[src/rtl/serial_adder.sv]
// ---------------------------------------------------------------------------
// serial_adder
//
// Bit-serial adder. Two WIDTH-bit operands and a carry-in are accepted over a
// valid/ready handshake. The block then adds one bit per clock, LSB first,
// and presents the WIDTH-bit sum and the carry-out over a second valid/ready
// handshake.
//
// The full-adder bit slice is built from two half-adder cells and an OR gate.
// A registered carry closes the loop between consecutive bit slices. This
// trades latency for area compared with a ripple adder.
//
// Parameters
//   WIDTH      operand and sum width in bits, legal range 1..32
//
// Ports
//   clk        rising-edge clock
//   rst        synchronous, active-high reset
//   in_valid   operands a, b and c_in are valid
//   in_ready   block can accept operands (IDLE and not in reset)
//   a, b       WIDTH-bit operands, sampled only on the accepting edge
//   c_in       carry-in, sampled only on the accepting edge
//   out_valid  sum and c_out (and ovf) are valid (DONE)
//   out_ready  consumer accepts the result
//   sum        WIDTH-bit result
//   c_out      final unsigned carry
//   ovf        two's-complement overflow, present only when the macro
//              SERIAL_ADDER_OVF_EN is defined
//
// Timing
//   The accept cycle is cycle 0. RUN then occupies cycles 1..WIDTH, and
//   out_valid is high from cycle WIDTH+1 until the result handshake.
//   in_ready returns high one cycle after that handshake, so a new operation
//   is never accepted in the same cycle as a result is taken.
// ---------------------------------------------------------------------------
module serial_adder #(
   parameter int WIDTH = 8
) (
   input  logic             clk,
   input  logic             rst,
   input  logic             in_valid,
   output logic             in_ready,
   input  logic [WIDTH-1:0] a,
   input  logic [WIDTH-1:0] b,
   input  logic             c_in,
   output logic             out_valid,
   input  logic             out_ready,
   output logic [WIDTH-1:0] sum,
   output logic             c_out
`ifdef SERIAL_ADDER_OVF_EN
   ,
   output logic             ovf
`endif
);

   // Wide enough to hold WIDTH itself, so the counter never wraps early.
   localparam int CNT_W = $clog2(WIDTH + 1);

   typedef enum logic [1:0] {
      IDLE = 2'd0,
      RUN  = 2'd1,
      DONE = 2'd2
   } state_t;

   // Outputs of the half-adder cell: sum bit and carry bit.
   typedef struct packed {
      logic s;
      logic c;
   } ha_t;

   function automatic ha_t half_add(input logic x, input logic y);
      ha_t r;
      r.s = x ^ y;
      r.c = x & y;
      return r;
   endfunction

   state_t           state;
   state_t           state_nxt;

   logic [WIDTH-1:0] a_sh;
   logic [WIDTH-1:0] b_sh;
   logic [WIDTH-1:0] sum_sh;
   logic [CNT_W-1:0] cnt;
   logic             carry;
   logic             c_out_q;
`ifdef SERIAL_ADDER_OVF_EN
   logic             ovf_q;
`endif

   logic             accept;
   logic             last_bit;
   ha_t              ha_lo;
   ha_t              ha_hi;
   logic             bit_s;
   logic             carry_nxt;

   // ------------------------------------------------------------------------
   // Full-adder bit slice. The first half adder combines the operand bits.
   // The second half adder folds in the registered carry. The carry-out is
   // high when either half adder produced a carry.
   // ------------------------------------------------------------------------
   always_comb begin
      ha_lo     = half_add(a_sh[0], b_sh[0]);
      ha_hi     = half_add(ha_lo.s, carry);
      bit_s     = ha_hi.s;
      carry_nxt = ha_lo.c | ha_hi.c;
   end

   assign accept   = in_valid & in_ready;
   assign last_bit = (cnt == CNT_W'(WIDTH - 1));

   // ------------------------------------------------------------------------
   // FSM: state register
   // ------------------------------------------------------------------------
   // NOTE: sequential state uses non-blocking assignments so that every
   // register samples pre-edge values, whatever the order of the statements.
   always_ff @(posedge clk) begin
      if (rst) begin
         state <= IDLE;
      end else begin
         state <= state_nxt;
      end
   end

   // ------------------------------------------------------------------------
   // FSM: next-state logic
   // ------------------------------------------------------------------------
   // NOTE: state_nxt is given a default before the case statement. This
   // prevents a latch if a branch is left without an assignment.
   always_comb begin
      state_nxt = state;
      unique case (state)
         IDLE: if (accept)    state_nxt = RUN;
         RUN:  if (last_bit)  state_nxt = DONE;
         DONE: if (out_ready) state_nxt = IDLE;
         default:             state_nxt = IDLE;
      endcase
   end

   // ------------------------------------------------------------------------
   // FSM: outputs
   // ------------------------------------------------------------------------
   // in_ready is masked by rst. This keeps it low during reset, even though
   // the state register only settles on the next edge.
   always_comb begin
      in_ready  = (state == IDLE) && !rst;
      out_valid = (state == DONE);
   end

   // ------------------------------------------------------------------------
   // Datapath: operand shifters, sum shifter, bit counter, carry, results
   // ------------------------------------------------------------------------
   // NOTE: the shift registers are cleared by reset along with the control
   // state. After an aborted operation, none of the old operand or partial
   // sum is visible on the outputs.
   always_ff @(posedge clk) begin
      if (rst) begin
         a_sh    <= '0;
         b_sh    <= '0;
         sum_sh  <= '0;
         cnt     <= '0;
         carry   <= 1'b0;
         c_out_q <= 1'b0;
`ifdef SERIAL_ADDER_OVF_EN
         ovf_q   <= 1'b0;
`endif
      end else begin
         unique case (state)
            IDLE: begin
               if (accept) begin
                  a_sh    <= a;
                  b_sh    <= b;
                  carry   <= c_in;
                  sum_sh  <= '0;
                  cnt     <= '0;
                  c_out_q <= 1'b0;
`ifdef SERIAL_ADDER_OVF_EN
                  ovf_q   <= 1'b0;
`endif
               end
            end

            RUN: begin
               a_sh   <= a_sh >> 1;
               b_sh   <= b_sh >> 1;
               // The new bit enters at the MSB. After WIDTH shifts, the LSB
               // result has reached bit 0. This form also works for WIDTH = 1.
               sum_sh <= (sum_sh >> 1) | (WIDTH'(bit_s) << (WIDTH - 1));
               cnt    <= cnt + CNT_W'(1);
               carry  <= carry_nxt;
               if (last_bit) begin
                  c_out_q <= carry_nxt;
`ifdef SERIAL_ADDER_OVF_EN
                  // While the MSB is processed, carry holds the carry into
                  // the MSB and carry_nxt holds the carry out of it.
                  ovf_q   <= carry ^ carry_nxt;
`endif
               end
            end

            // In DONE the result is frozen, so back-pressure can last
            // indefinitely.
            DONE: ;

            default: ;
         endcase
      end
   end

   assign sum   = sum_sh;
   assign c_out = c_out_q;
`ifdef SERIAL_ADDER_OVF_EN
   assign ovf   = ovf_q;
`endif

endmodule

[config.mk]
export PLATFORM = sky130hd
export DESIGN_NAME = serial_adder
export DESIGN_NICKNAME = d
export VERILOG_FILES = /design/src/rtl/serial_adder.sv
export SDC_FILE = /design/constraint.sdc
export NUM_CORES = 1
export LEC_CHECK = 0
export CORE_AREA = 5 5 60 62
export DETAILED_ROUTE_END_ITERATION = 6
export DIE_AREA = 0 0 65 67
export GPL_ROUTABILITY_DRIVEN = 1
export PLACE_DENSITY_LB_ADDON = 0.1
export SLEW_MARGIN = 10
export SYNTH_ARGS = -nofsm -noshare
export SYNTH_HDL_FRONTEND = slang
export SYNTH_SLANG_ARGS = --single-unit
[constraint.sdc]
create_clock -name clk -period 1.9 [get_ports clk]
set_input_delay 0.38 -clock clk [delete_from_list [all_inputs] [get_ports clk]]
set_output_delay 0.38 -clock clk [all_outputs]
set_load 0.01 [all_outputs]
==> qor.yml <==
path_depth: 2
slew_violations: 0
ys_top_cells_by_count: "32 x dfxtp_1, 14 x a21oi_1, 14 x nand2_1, 14 x nand3_1"
hold_buffers: 0
placed_area_mm2: 0.00170
seq_area_frac_synth_pct: 45.8
avgViaCountPerCell: 5.87
drt-total-wl_um: 3220
cp-endpoint: "out_valid"
clk_latency_ns: 0.31
first_global_vias: 1289
seq_power_share_pct: 52.0
drc: 0
ir_drop_v: 0.000462
htree_levels: 2
crit_start: "state[1]"
timing.critical_path.cells: "nor2b_2, clkdlybuf4s50_1"
min_path_type: "register to register"
async_reset_ff_share_pct: 0
vias: 1274
ff2ff_path_depth: 3
grt_max_degree: 35
clockBufferDepth: 2
cts_root_buffer: "clkbuf_4"
row_count: 20
fin_crit_sh_pct: 95.6
dp_hpwl_um: 2110
p_sw_uw: 390
switching_share_pct: 27.0
drive_gt1_share_pct: 10.3
rr_startpoint: "state[0]"
clkPwrFrac_pct: 29.9
antenna_found_initial: 0
die_x_um: 65
diodes: 0
synthTopCellsByArea: "dfxtp_1 46%, o221ai_1 6.9%, a21oi_1 5.0%"
arrival_ns: 1.44
path_class: "register to primary output"
wl_per_cell_um: 14.8
worstMarginPinSlew_ns: 0.514
fmax_mhz: 551
postCtsSetupBuffers: 0
initialDrtViolationCount: 99
status: "finished clean"
cpMaxStageDelayCell: "clkdlybuf4s50_1"
clock_sinks: 32
io_pins: 32
slowest_delay_ns: 0.55
cp-end-kind: "primary output"
area_growth_pct: 26.5
finalSetupViolations: 0
cts_tree: "yes"
design_area_mm2: 0.00177
firstDrtPassIters: 4
p_leak_nw: 0.625
cp_num_buf_inv: 1
worstPathRequired_ns: 1.52
clk_pin_slew_ns: 0.10
finalHoldWorstSlack_ns: 0.476
synth_warnings: 0
synth.most_common_cell: "dfxtp_1"
drv_cap: 0
netlist_area_mm2: 0.00140
yosys_most_used_dff: "dfxtp_1"
die_h_um: 67
power_density_mw_per_mm2: 817
grt_pass1_wl_um: 5580
overflow: 0
fp.coreArea_mm2: 0.00298
syn_inst: 158
cts_buffers: 5
power.internal_mw: 1.06
synth_area_per_cell_um2: 8.85
reg2reg_slack_ns: 0.31
slew_headroom_pct: 65.7
path_max_fanout: 8
critPathTopFamily: "buffers and inverters"
die-area_mm2: 0.00436
pwr-share-comb_pct: 18.2
synth_top_area_share_pct: 45.8
initial_utilization_pct: 47.0
synth_top_cell_by_area: "dfxtp_1"
syn_nets: 181
cp-start-kind: "register"
gp_congestion: 0.744
period_minus_slack_ns: 1.82
io_buffers: 31
ys_seq_elements: 32
synth_edf_count: 0
grt_usage_pct: 16.6
ant_nets: 0
rsz0062_at_grt: "no"
r2r_end: "b_sh[5]"
skew_ns: 0.00302
hold_violations: 0
synth.distinct_cells: 30
nets: 207
==> power groups by stage <==
stage | logic (mW) | registers (mW) | clock network, mW
after global routing | 0.295 | 0.759 | 0.471
after detailed placement | 0.263 | 0.768 | 0
final | 0.263 | 0.751 | 0.432
after global placement | 0.254 | 0.765 | 0
after floorplan | 0.174 | 0.762 | 0
after CTS | 0.265 | 0.752 | 0.434
==> repair_timing <==
| item | in CTS | in global routing |
|---|---|---|
| resized for setup | 1 | 3 |
| endpoints found under the setup margin | 1 | 2 |
| hold endpoints to repair | 0 | 0 |
==> state kept, by name (all words and copies together) (netlist names) <==
name	cells
state	2
b_sh	8
sum	8
a_sh	8
cnt	4
carry	1
c_out	1
==> worst min path at each step <==
stage             from  endpoint  cells after the start  slack (ns)
2_1_floorplan  a_sh[7]   a_sh[7]                      2        0.45
3_3_place_gp   a_sh[4]   a_sh[4]                      2        0.46
3_5_place_dp    sum[5]    sum[4]                      2        0.47
4_1_cts         sum[3]    sum[2]                      2        0.48
5_1_grt          carry     carry                      2        0.50
6_report       a_sh[7]   a_sh[7]                      2        0.48
==> kinds of logic (layout without fill, tap and decap cells) <==
family	after synthesis	in the layout	share of synthesized area (%)
AND/OR/NAND/NOR	65	65	23.3
buffers and inverters	21	47	8.32
adder cells (fa/ha/maj)	2	2	2.33
AO/OA/AOI/OAI	38	38	20.3
flip-flops	32	32	45.8
==> worst register-to-register path, cell delays in order (launching register included) <==
cell	delay, ns
dfxtp_1	0.40
or4b_4	0.75
o221ai_1	0.26
nor2_1	0.07
==> final cells by class <==
type	instances	area, um2
Multi-Input combinational cell	105	644
Tap cell	33	41.3
Inverter	5	18.8
Sequential cell	32	644
Timing Repair Buffer	35	355
Clock buffer	7	65.1
Fill cell	291	1210
==> routing by layer <==
layer | up-vias | wire (um) | global-route usage [%]
li1 | 619 | - | -
met1 | 620 | 1390 | 18.8
met2 | 33 | 1680 | 29.1
met3 | 2 | 132 | 6.07
met4 | 0 | 18 | 4.75
met5 | - | 0 | 0
==> cells in the final DEF (no fill, tap or decap), drive strengths merged <==
master and n:
a31oi 4, inv 5, dfxtp 32, clkdlybuf4s50 30, nand4b 1, nand2 14, o221ai 14, nor2b 2
o211ai 1, o21a 1, ha 1, nor2 13, fa 1, clkbuf 7, nor4b 1, or3 2
nand3 14, nand3b 1, a31o 1, a2bb2oi 1, a21oi 14, or4b 1, a211oi 1, dlymetal6s2s 1
nand2b 3, nor3 13, buf 4, a21o 1
==> per-stage QoR <==
stage	cells	worst slack [ns]	util, %	setup TNS, ns	total power [mW]
after floorplan	158	0.379	-	0	0.935
after global placement	210	-0.0339	56.9	-0.336	1.02
after detailed placement	210	-0.0737	56.9	-0.778	1.03
after CTS	217	0.00196	59.2	0	1.45
after global routing	217	0.0158	59.4	0	1.52
final	217	0.0844	59.4	0	1.45
(Power assumes the default switching activity.)
